[src/rtl/fp_div.sv]
// -----------------------------------------------------------------------------
// fp_div : IEEE-754 binary32 iterative divider, start/done handshake.
//
// Computes op1 / op2 in the selected rounding mode. The result is placed in
// AS_Result[31:0] and AS_Result[63:32] is always zero, so the result bus and the
// exception-flag layout match the neighbouring FP add/sub path.
//
// Sequence: IDLE -> UNPACK (1) -> ITER (7) -> ROUND (1) -> DONE (1) -> IDLE.
// ITER retires 4 quotient bits per cycle, giving 28 quotient bits in total.
// Special operands (NaN, inf, zero, reserved op_type) skip the iteration but
// keep the same latency, so done always occupies the tenth cycle after the
// accepting edge.
//
// Ports
//   clk        in   1   clock, rising edge
//   reset      in   1   synchronous, active-low reset
//   op1        in   32  dividend, binary32
//   op2        in   32  divisor, binary32
//   rm         in   3   000 RNE, 001 RTZ, 010 RDN, 011 RUP, 100 RMM, others RNE
//   op_type    in   1   0 = divide, 1 = reserved (returns qNaN with NV)
//   start      in   1   request level, sampled only in IDLE
//   done       out  1   one-cycle pulse, outputs valid
//   AS_Result  out  64  {32'b0, binary32 quotient}
//   Flags      out  5   {NV, DZ, OF, UF, NX}
//   Denorm     out  1   result is subnormal (exp field 0, fraction != 0)
// -----------------------------------------------------------------------------
module fp_div (
    input  logic        clk,
    input  logic        reset,
    input  logic [31:0] op1,
    input  logic [31:0] op2,
    input  logic [2:0]  rm,
    input  logic        op_type,
    input  logic        start,
    output logic        done,
    output logic [63:0] AS_Result,
    output logic [4:0]  Flags,
    output logic        Denorm
);

    typedef enum logic [2:0] {
        S_IDLE,
        S_UNPACK,
        S_ITER,
        S_ROUND,
        S_DONE
    } state_t;

    // Flag bit positions inside {NV, DZ, OF, UF, NX}.
    localparam int FL_NV = 4;
    localparam int FL_DZ = 3;
    localparam int FL_OF = 2;
    localparam int FL_UF = 1;
    localparam int FL_NX = 0;

    localparam logic [31:0] QNAN = 32'h7FC0_0000;

    // Unpacked operand: sig has its leading one at bit 23 for every nonzero
    // finite input (subnormals are normalised with exp pushed below 1).
    typedef struct packed {
        logic              sign;
        logic              is_zero;
        logic              is_inf;
        logic              is_nan;
        logic              is_snan;
        logic signed [9:0] exp;
        logic [23:0]       sig;
    } operand_t;

    function automatic operand_t unpack(input logic [31:0] x);
        operand_t    o;
        logic [7:0]  e;
        logic [22:0] f;
        logic [4:0]  lz;
        e         = x[30:23];
        f         = x[22:0];
        o.sign    = x[31];
        o.is_zero = (e == 8'h00) && (f == 23'd0);
        o.is_inf  = (e == 8'hFF) && (f == 23'd0);
        o.is_nan  = (e == 8'hFF) && (f != 23'd0);
        o.is_snan = o.is_nan && !f[22];
        // Leading-zero count of {1'b0, f}: the highest set bit wins because
        // the loop runs upward and later hits overwrite earlier ones.
        lz = 5'd0;
        for (int i = 0; i < 23; i++) begin
            if (f[i]) lz = 5'(23 - i);
        end
        if (e == 8'h00) begin
            o.sig = {1'b0, f} << lz;
            o.exp = 10'sd1 - $signed({5'd0, lz});
        end else begin
            o.sig = {1'b1, f};
            o.exp = $signed({2'b00, e});
        end
        return o;
    endfunction

    // Round-up decision for a kept value with lsb, guard and the OR of all
    // lower discarded bits.
    function automatic logic round_inc(input logic [2:0] mode, input logic sgn,
                                       input logic lsb, input logic g, input logic rs);
        logic inc;
        case (mode)
            3'b001:  inc = 1'b0;
            3'b010:  inc = sgn & (g | rs);
            3'b011:  inc = ~sgn & (g | rs);
            3'b100:  inc = g;
            default: inc = g & (rs | lsb);
        endcase
        return inc;
    endfunction

    // ---------------------------------------------------------------- state
    state_t     state_q, state_d;
    logic [2:0] iter_cnt_q, iter_cnt_d;

    // Operation registers (latched on accept / UNPACK / ITER).
    logic [31:0]       op1_q, op2_q;
    logic [2:0]        rm_q;
    logic              op_type_q;
    logic              sign_q;
    logic signed [9:0] exp_q;
    logic [23:0]       div_q;
    logic [24:0]       rem_q;
    logic [27:0]       quo_q;
    logic              special_q;
    logic [31:0]       spec_res_q;
    logic [4:0]        spec_flags_q;

    // Output registers.
    logic [31:0] result_q, result_d;
    logic [4:0]  flags_q, flags_d;
    logic        denorm_q, denorm_d;

    // ------------------------------------------------------------------ FSM
    always_ff @(posedge clk) begin
        if (!reset) begin
            state_q    <= S_IDLE;
            iter_cnt_q <= 3'd0;
        end else begin
            state_q    <= state_d;
            iter_cnt_q <= iter_cnt_d;
        end
    end

    always_comb begin
        // NOTE: every signal written here gets a default first, so no path
        // through the case leaves it unassigned and no latch is inferred.
        state_d    = state_q;
        iter_cnt_d = iter_cnt_q;
        case (state_q)
            S_IDLE:   if (start) state_d = S_UNPACK;
            S_UNPACK: begin
                state_d    = S_ITER;
                iter_cnt_d = 3'd0;
            end
            S_ITER: begin
                if (iter_cnt_q == 3'd6) state_d = S_ROUND;
                else                    iter_cnt_d = iter_cnt_q + 3'd1;
            end
            S_ROUND:  state_d = S_DONE;
            S_DONE:   state_d = S_IDLE;
            default:  state_d = S_IDLE;
        endcase
    end

    // --------------------------------------------------------------- UNPACK
    operand_t    a_op, b_op;
    logic        spec_hit;
    logic [31:0] spec_res;
    logic [4:0]  spec_flags;
    logic        res_sign;

    always_comb begin
        a_op       = unpack(op1_q);
        b_op       = unpack(op2_q);
        res_sign   = a_op.sign ^ b_op.sign;
        spec_hit   = 1'b1;
        spec_res   = QNAN;
        spec_flags = 5'd0;
        if (op_type_q) begin
            spec_flags[FL_NV] = 1'b1;
        end else if (a_op.is_nan || b_op.is_nan) begin
            spec_flags[FL_NV] = a_op.is_snan || b_op.is_snan;
        end else if ((a_op.is_zero && b_op.is_zero) || (a_op.is_inf && b_op.is_inf)) begin
            spec_flags[FL_NV] = 1'b1;
        end else if (a_op.is_inf) begin
            spec_res = {res_sign, 8'hFF, 23'd0};
        end else if (b_op.is_inf) begin
            spec_res = {res_sign, 31'd0};
        end else if (b_op.is_zero) begin
            spec_res          = {res_sign, 8'hFF, 23'd0};
            spec_flags[FL_DZ] = 1'b1;
        end else if (a_op.is_zero) begin
            spec_res = {res_sign, 31'd0};
        end else begin
            spec_hit = 1'b0;
        end
    end

    // ----------------------------------------------------------------- ITER
    // Four restoring steps per cycle. The partial remainder stays below twice
    // the divisor, so 25 bits hold it; the first bit produced is the integer
    // bit of a quotient in (0.5, 2).
    logic [24:0] rem_n;
    logic [27:0] quo_n;
    logic [25:0] diff;

    always_comb begin
        // NOTE: blocking assignments are deliberate here: each unrolled step
        // must see the remainder produced by the step before it.
        rem_n = rem_q;
        quo_n = quo_q;
        diff  = 26'd0;
        for (int k = 0; k < 4; k++) begin
            diff = {1'b0, rem_n} - {2'b00, div_q};
            if (!diff[25]) begin
                rem_n = diff[24:0];
                quo_n = {quo_n[26:0], 1'b1};
            end else begin
                quo_n = {quo_n[26:0], 1'b0};
            end
            rem_n = rem_n << 1;
        end
    end

    // ---------------------------------------------------------------- ROUND
    logic              sticky_rem;
    logic [23:0]       m_n, m_sel;
    logic              g_n, rs_n, g_sel, rs_sel;
    logic signed [9:0] e_norm, e_fin;
    logic              inc_unb, inc, tiny, inexact, lost;
    logic [9:0]        sh_amt;
    logic [25:0]       x_pre, x_sh;
    logic [24:0]       m_rnd;
    logic [31:0]       ovf_res, rnd_res;
    logic [4:0]        rnd_flags;

    always_comb begin
        sticky_rem = (rem_q != 25'd0);
        // Normalise: a quotient below 1 is shifted up one place.
        if (quo_q[27]) begin
            m_n    = quo_q[27:4];
            g_n    = quo_q[3];
            rs_n   = (|quo_q[2:0]) | sticky_rem;
            e_norm = exp_q;
        end else begin
            m_n    = quo_q[26:3];
            g_n    = quo_q[2];
            rs_n   = (|quo_q[1:0]) | sticky_rem;
            e_norm = exp_q - 10'sd1;
        end

        // Tininess is judged after rounding with an unbounded exponent: a
        // value just below the normal range that rounds up to 2^-126 is not tiny.
        inc_unb = round_inc(rm_q, sign_q, m_n[0], g_n, rs_n);
        tiny    = (e_norm < 10'sd1) && !((e_norm == 10'sd0) && (&m_n) && inc_unb);

        // Tiny results are shifted into the subnormal grid, folding every
        // bit shifted out into the sticky bit.
        sh_amt = 10'sd1 - e_norm;
        x_pre  = {m_n, g_n, rs_n};
        x_sh   = 26'd0;
        lost   = 1'b0;
        if (e_norm < 10'sd1) begin
            if (sh_amt >= 10'd26) begin
                x_sh = 26'd0;
                lost = |x_pre;
            end else begin
                x_sh = x_pre >> sh_amt;
                lost = ((x_sh << sh_amt) != x_pre);
            end
            m_sel  = x_sh[25:2];
            g_sel  = x_sh[1];
            rs_sel = x_sh[0] | lost;
        end else begin
            m_sel  = m_n;
            g_sel  = g_n;
            rs_sel = rs_n;
        end

        inc     = round_inc(rm_q, sign_q, m_sel[0], g_sel, rs_sel);
        m_rnd   = {1'b0, m_sel} + {24'd0, inc};
        inexact = g_sel | rs_sel;
        e_fin   = e_norm + $signed({9'd0, m_rnd[24]});

        case (rm_q)
            3'b001:  ovf_res = {sign_q, 31'h7F7F_FFFF};
            3'b010:  ovf_res = sign_q ? {1'b1, 31'h7F80_0000} : {1'b0, 31'h7F7F_FFFF};
            3'b011:  ovf_res = sign_q ? {1'b1, 31'h7F7F_FFFF} : {1'b0, 31'h7F80_0000};
            default: ovf_res = {sign_q, 31'h7F80_0000};
        endcase

        rnd_flags = 5'd0;
        if (e_norm < 10'sd1) begin
            // A carry into bit 23 turns the subnormal into the smallest normal.
            rnd_res = {sign_q, 7'd0, m_rnd[23], m_rnd[22:0]};
        end else if (e_fin >= 10'sd255) begin
            rnd_res           = ovf_res;
            rnd_flags[FL_OF]  = 1'b1;
            rnd_flags[FL_NX]  = 1'b1;
        end else begin
            rnd_res = {sign_q, e_fin[7:0], (m_rnd[24] ? m_rnd[23:1] : m_rnd[22:0])};
        end
        rnd_flags[FL_NX] = rnd_flags[FL_NX] | inexact;
        rnd_flags[FL_UF] = tiny & inexact;

        result_d = special_q ? spec_res_q   : rnd_res;
        flags_d  = special_q ? spec_flags_q : rnd_flags;
        denorm_d = (result_d[30:23] == 8'h00) && (result_d[22:0] != 23'd0);
    end

    // ------------------------------------------------------------- datapath
    // NOTE: the operation registers carry no reset; the FSM reset alone
    // guarantees they are reloaded in UNPACK before anything reads them.
    always_ff @(posedge clk) begin
        case (state_q)
            S_IDLE: begin
                if (start) begin
                    op1_q     <= op1;
                    op2_q     <= op2;
                    rm_q      <= rm;
                    op_type_q <= op_type;
                end
            end
            S_UNPACK: begin
                sign_q       <= res_sign;
                exp_q        <= $signed(a_op.exp) - $signed(b_op.exp) + 10'sd127;
                div_q        <= b_op.sig;
                rem_q        <= {1'b0, a_op.sig};
                quo_q        <= 28'd0;
                special_q    <= spec_hit;
                spec_res_q   <= spec_res;
                spec_flags_q <= spec_flags;
            end
            S_ITER: begin
                if (!special_q) begin
                    rem_q <= rem_n;
                    quo_q <= quo_n;
                end
            end
            default: ;
        endcase
    end

    // Outputs are captured at the end of ROUND and hold until the next
    // operation reaches ROUND.
    always_ff @(posedge clk) begin
        if (!reset) begin
            result_q <= 32'd0;
            flags_q  <= 5'd0;
            denorm_q <= 1'b0;
        end else if (state_q == S_ROUND) begin
            result_q <= result_d;
            flags_q  <= flags_d;
            denorm_q <= denorm_d;
        end
    end

    assign done      = (state_q == S_DONE);
    assign AS_Result = {32'd0, result_q};
    assign Flags     = flags_q;
    assign Denorm    = denorm_q;

endmodule

[config.mk]
export PLATFORM = sky130hd
export DESIGN_NAME = fp_div
export DESIGN_NICKNAME = d
export VERILOG_FILES = /design/src/rtl/fp_div.sv
export SDC_FILE = /design/constraint.sdc
export NUM_CORES = 1
export LEC_CHECK = 0
export CORE_MARGIN = 3
export CORE_UTILIZATION = 47
export CTS_CLUSTER_SIZE = 28
export DETAILED_ROUTE_END_ITERATION = 6
export PLACE_DENSITY = 0.65
export RECOVER_POWER = 25
export SLEW_MARGIN = 20
export SYNTH_ARGS = -nofsm -noshare
export SYNTH_HDL_FRONTEND = slang
export SYNTH_SLANG_ARGS = --single-unit
[constraint.sdc]
create_clock -name clk -period 11.3 [get_ports clk]
set_input_delay 2.825 -clock clk [delete_from_list [all_inputs] [get_ports clk]]
set_output_delay 2.825 -clock clk [all_outputs]
set_load 0.1 [all_outputs]
==> run summary <==
nets - 3,177
Hold WC Path Type - register to register
die area - 49,800 um2
die height - 223 um
Starting Density - 48.2%
total track usage - 35.5%
first-pass GRT wire length - 137 mm
fill cell count - 4,202
vias per cell - 6.48
DRT antenna net count - 0
final setup TNS - 0 ns
pre-CTS setup slack - -0.710 ns
worst reg2reg startpoint - div_q[1]
crit path max fanout - 10
number of clock sinks - 206
VDD IR max - 0.000339 V
core area - 46,000 um2
Power Density - 274 nW/um2
WL/cell - 25.5 um
CP required - 11.58 ns
RePlAce Congestion - 1.05
Final Skew - 0.0569 ns
Setup crit start - div_q[1]
Leak - 10.8 nW
count of pins over their slew limit - 97
Synth Cell Area - 22,100 um2
Yosys top cell area share - 22.0%
Clock Root Buffer - clkbuf_16
Residual DRC - 0
Clock Pin Slew Worst Setup and Hold Paths - 0.06 ns
pin count of the biggest net entering global routing - 67
crit path buf inv count - 9
CP top delay family - compound AO/OA/AOI/OAI gates
vias - 23,300
EDFF count, synth - 162
CP Capture Type - register
DP Wirelength - 71.3 mm
Peak Freq - 92.5 MHz
Total Wirelength - 91.8 mm
initial antenna violation count - 2
# rows - 78
Final Hold Viols - 0
IO Port Bufs - 109
H-tree depth - 1
share of cells above drive strength 1 - 17.3%
nature of the critical path startpoint - register
Layout area overhead - 20.8%
Pre-Repair DR Iteration Count - 6
worst slew pin tran - 3.07 ns
Initial DRC Count - 2,848
failing checks - max-capacitance violations, max-slew violations
flops & latches, synth - 206
CP max-delay cell - or4_1
CP peak stage delay - 0.58 ns
crit path DAT - 11.09 ns
vias in the first global route - 22,500
relative slew slack - -105%
clk_lat worst skew - 0.58 ns
CTS tree - built
Layout Cell Area excl Fill - 26,800 um2
cts hold-fix bufs - 0
Max clock buf depth - 3
Post-Syn Instances - 2,662
Netlist cell types - 108
Syn. warnings - 0
asr flop ratio synth - 0%
Synth area leader - edfxtp_1
register area share after synthesis - 25.9%
status - finished, violations left
min cycle time layout - 10.81 ns
final core occ - 58.2%
Placed Area - 25,700 um2
CP dominant cell by count - buf_4
Main synth FF type - edfxtp_1
Setup CP Type - register to register
final setup margin - 0.485 ns
Inserted Clock Buffers - 25
num ports - 142
Mean Syn Cell Area - 8.32 um2
GRT Residual Overflow - 0
Tcrit/Tclk final - 95.7%
ranking of synthesized cells by area - edfxtp_1 (22%), ha_1 (6.9%), mux2i_1 (6.0%)
max_cap viols - 2
die width - 223 um
final setup vio count - 0
Hold Crit Start - result_q[9]
==> layer usage <==
| layer | vias to the layer above | global-route usage [%] | part of all wire [%] |
|---|---|---|---|
| met1 | 11100 | 40.7 | 37 |
| li1 | 10700 | - | - |
| met4 | 0 | 26.9 | 9.3 |
| met5 | - | 0 | 0 |
| met3 | 351 | 6.26 | 7.3 |
| met2 | 1154 | 59.0 | 47 |
==> worst min-delay path: cells and delay by family, from the launching register on <==
kind / cells / cell delay [ns]
compound gates: 1 / 0.06
flops: 1 / 0.30
simple gates: 1 / 0.05
==> repair_timing <==
item / in CTS / in global routing
buffers inserted: 7 / 2
setup endpoints to repair: 25 / 26
resized for setup: 18 / 37
pin swaps: 8 / 27
==> state kept, by name, indices dropped and copies added (netlist names) <==
register,cells
sign_q,1
state_q,3
spec_res_q,3
result_q,32
exp_q,10
special_q,1
Denorm,1
rm_q,3
div_q,24
rem_q,25
quo_q,28
op2_q,32
Flags,5
op_type_q,1
iter_cnt_q,3
spec_flags_q,2
op1_q,32
==> cell usage in the layout, fill, tap and decap left out, drive strengths merged, types with 15 or more instances in the layout <==
master | synthesis | layout
nand2 | 217 | 217
edfxtp | 162 | 162
nand2b | 32 | 32
a22oi | 22 | 22
dfxtp | 44 | 44
inv | 108 | 111
conb | 1 | 32
o211ai | 40 | 40
nor3 | 82 | 82
mux4 | 16 | 16
nor4 | 42 | 42
and3 | 40 | 40
a21oi | 206 | 206
o21ai | 169 | 169
o21bai | 28 | 28
a21boi | 18 | 18
and2 | 19 | 19
buf | 67 | 313
xnor2 | 75 | 75
o21a | 34 | 34
mux2 | 60 | 60
o221ai | 15 | 15
nand4 | 27 | 27
a21o | 32 | 32
o22ai | 35 | 35
clkdlybuf4s50 | 0 | 109
a31oi | 42 | 42
o31ai | 28 | 28
nor2b | 37 | 37
a211oi | 50 | 50
nor2 | 218 | 218
clkbuf | 99 | 35
nand3 | 67 | 67
or3 | 19 | 19
xor2 | 53 | 53
ha | 123 | 123
mux2i | 133 | 133
==> cell usage after synthesis (9+ instances only) <==
master	count
nand2_1	217
nor2_1	215
a21oi_1	206
edfxtp_1	162
o21ai_0	159
mux2i_1	132
ha_1	123
inv_1	102
clkbuf_1	99
nor3_1	80
xnor2_1	75
nand3_1	66
mux2_2	59
xor2_1	51
a211oi_1	49
dfxtp_1	44
a31oi_1	42
and3_1	40
nor4_1	39
o211ai_1	39
buf_4	38
nor2b_1	37
o21a_1	34
o22ai_1	34
a21o_1	32
nand2b_1	32
o21bai_1	28
nand4_1	27
o31ai_1	26
a22oi_1	22
or3_1	19
a21boi_0	18
and2_1	17
mux4_2	16
o221ai_1	15
buf_1	13
buf_2	13
a221oi_1	11
a22o_1	11
nor3b_1	11
o2111ai_1	11
o211a_1	9
or2_2	9
==> per-stage QoR <==
step,power (W),instances,hold WS (ns)
after floorplan,0.00404,2693,0.486
after global placement,0.00612,3544,0.454
after detailed placement,0.00617,3544,0.463
after CTS,0.00711,3597,0.468
after global routing,0.00782,3600,0.487
final,0.00734,3600,0.463
==> cell families (layout without fill, tap and decap cells) <==
logic type,Yosys count,in the layout,share of synthesized area [%]
muxes,209,209,10.8
adders and majority gates,126,126,7.22
AOI/OAI and AO/OA,859,859,25.9
DFF,206,206,25.9
buffers and inverters,275,581,5.48
xor gates and xnor gates,130,130,5.33
and+or+nand+nor,856,856,19.3
other,1,33,0.0169
==> power breakdown <==
group	switching (W)	leakage (nW)	internal [W]
Clock	0.000332	0.394	0.000477
Sequential	0.0000686	1.88	0.000898
Combinational	0.00300	8.50	0.00256
Total	0.00340	10.8	0.00394
==> path summary, 6_finish.rpt <==
path / endpoint / slack [ns] / cells past startpoint
worst max-delay path: rem_q[20] / 0.49 / 53
worst min-delay path: result_q[9] / 0.46 / 2
worst max register to register: rem_q[20] / 0.49 / 53
worst min register to register: result_q[9] / 0.46 / 2
==> layout make-up <==
class	count	area [um2]	area share, %
antenna	1	2.50	0.00935
timing repair buffer	426	3480	13.0
clock buffer	31	648	2.42
clock inverter	15	160	0.598
sequential	206	5750	21.5
multi-input combinational	2212	15600	58.2
inverter	109	409	1.53
tap	600	751	2.81
(Power assumes the default switching activity.)
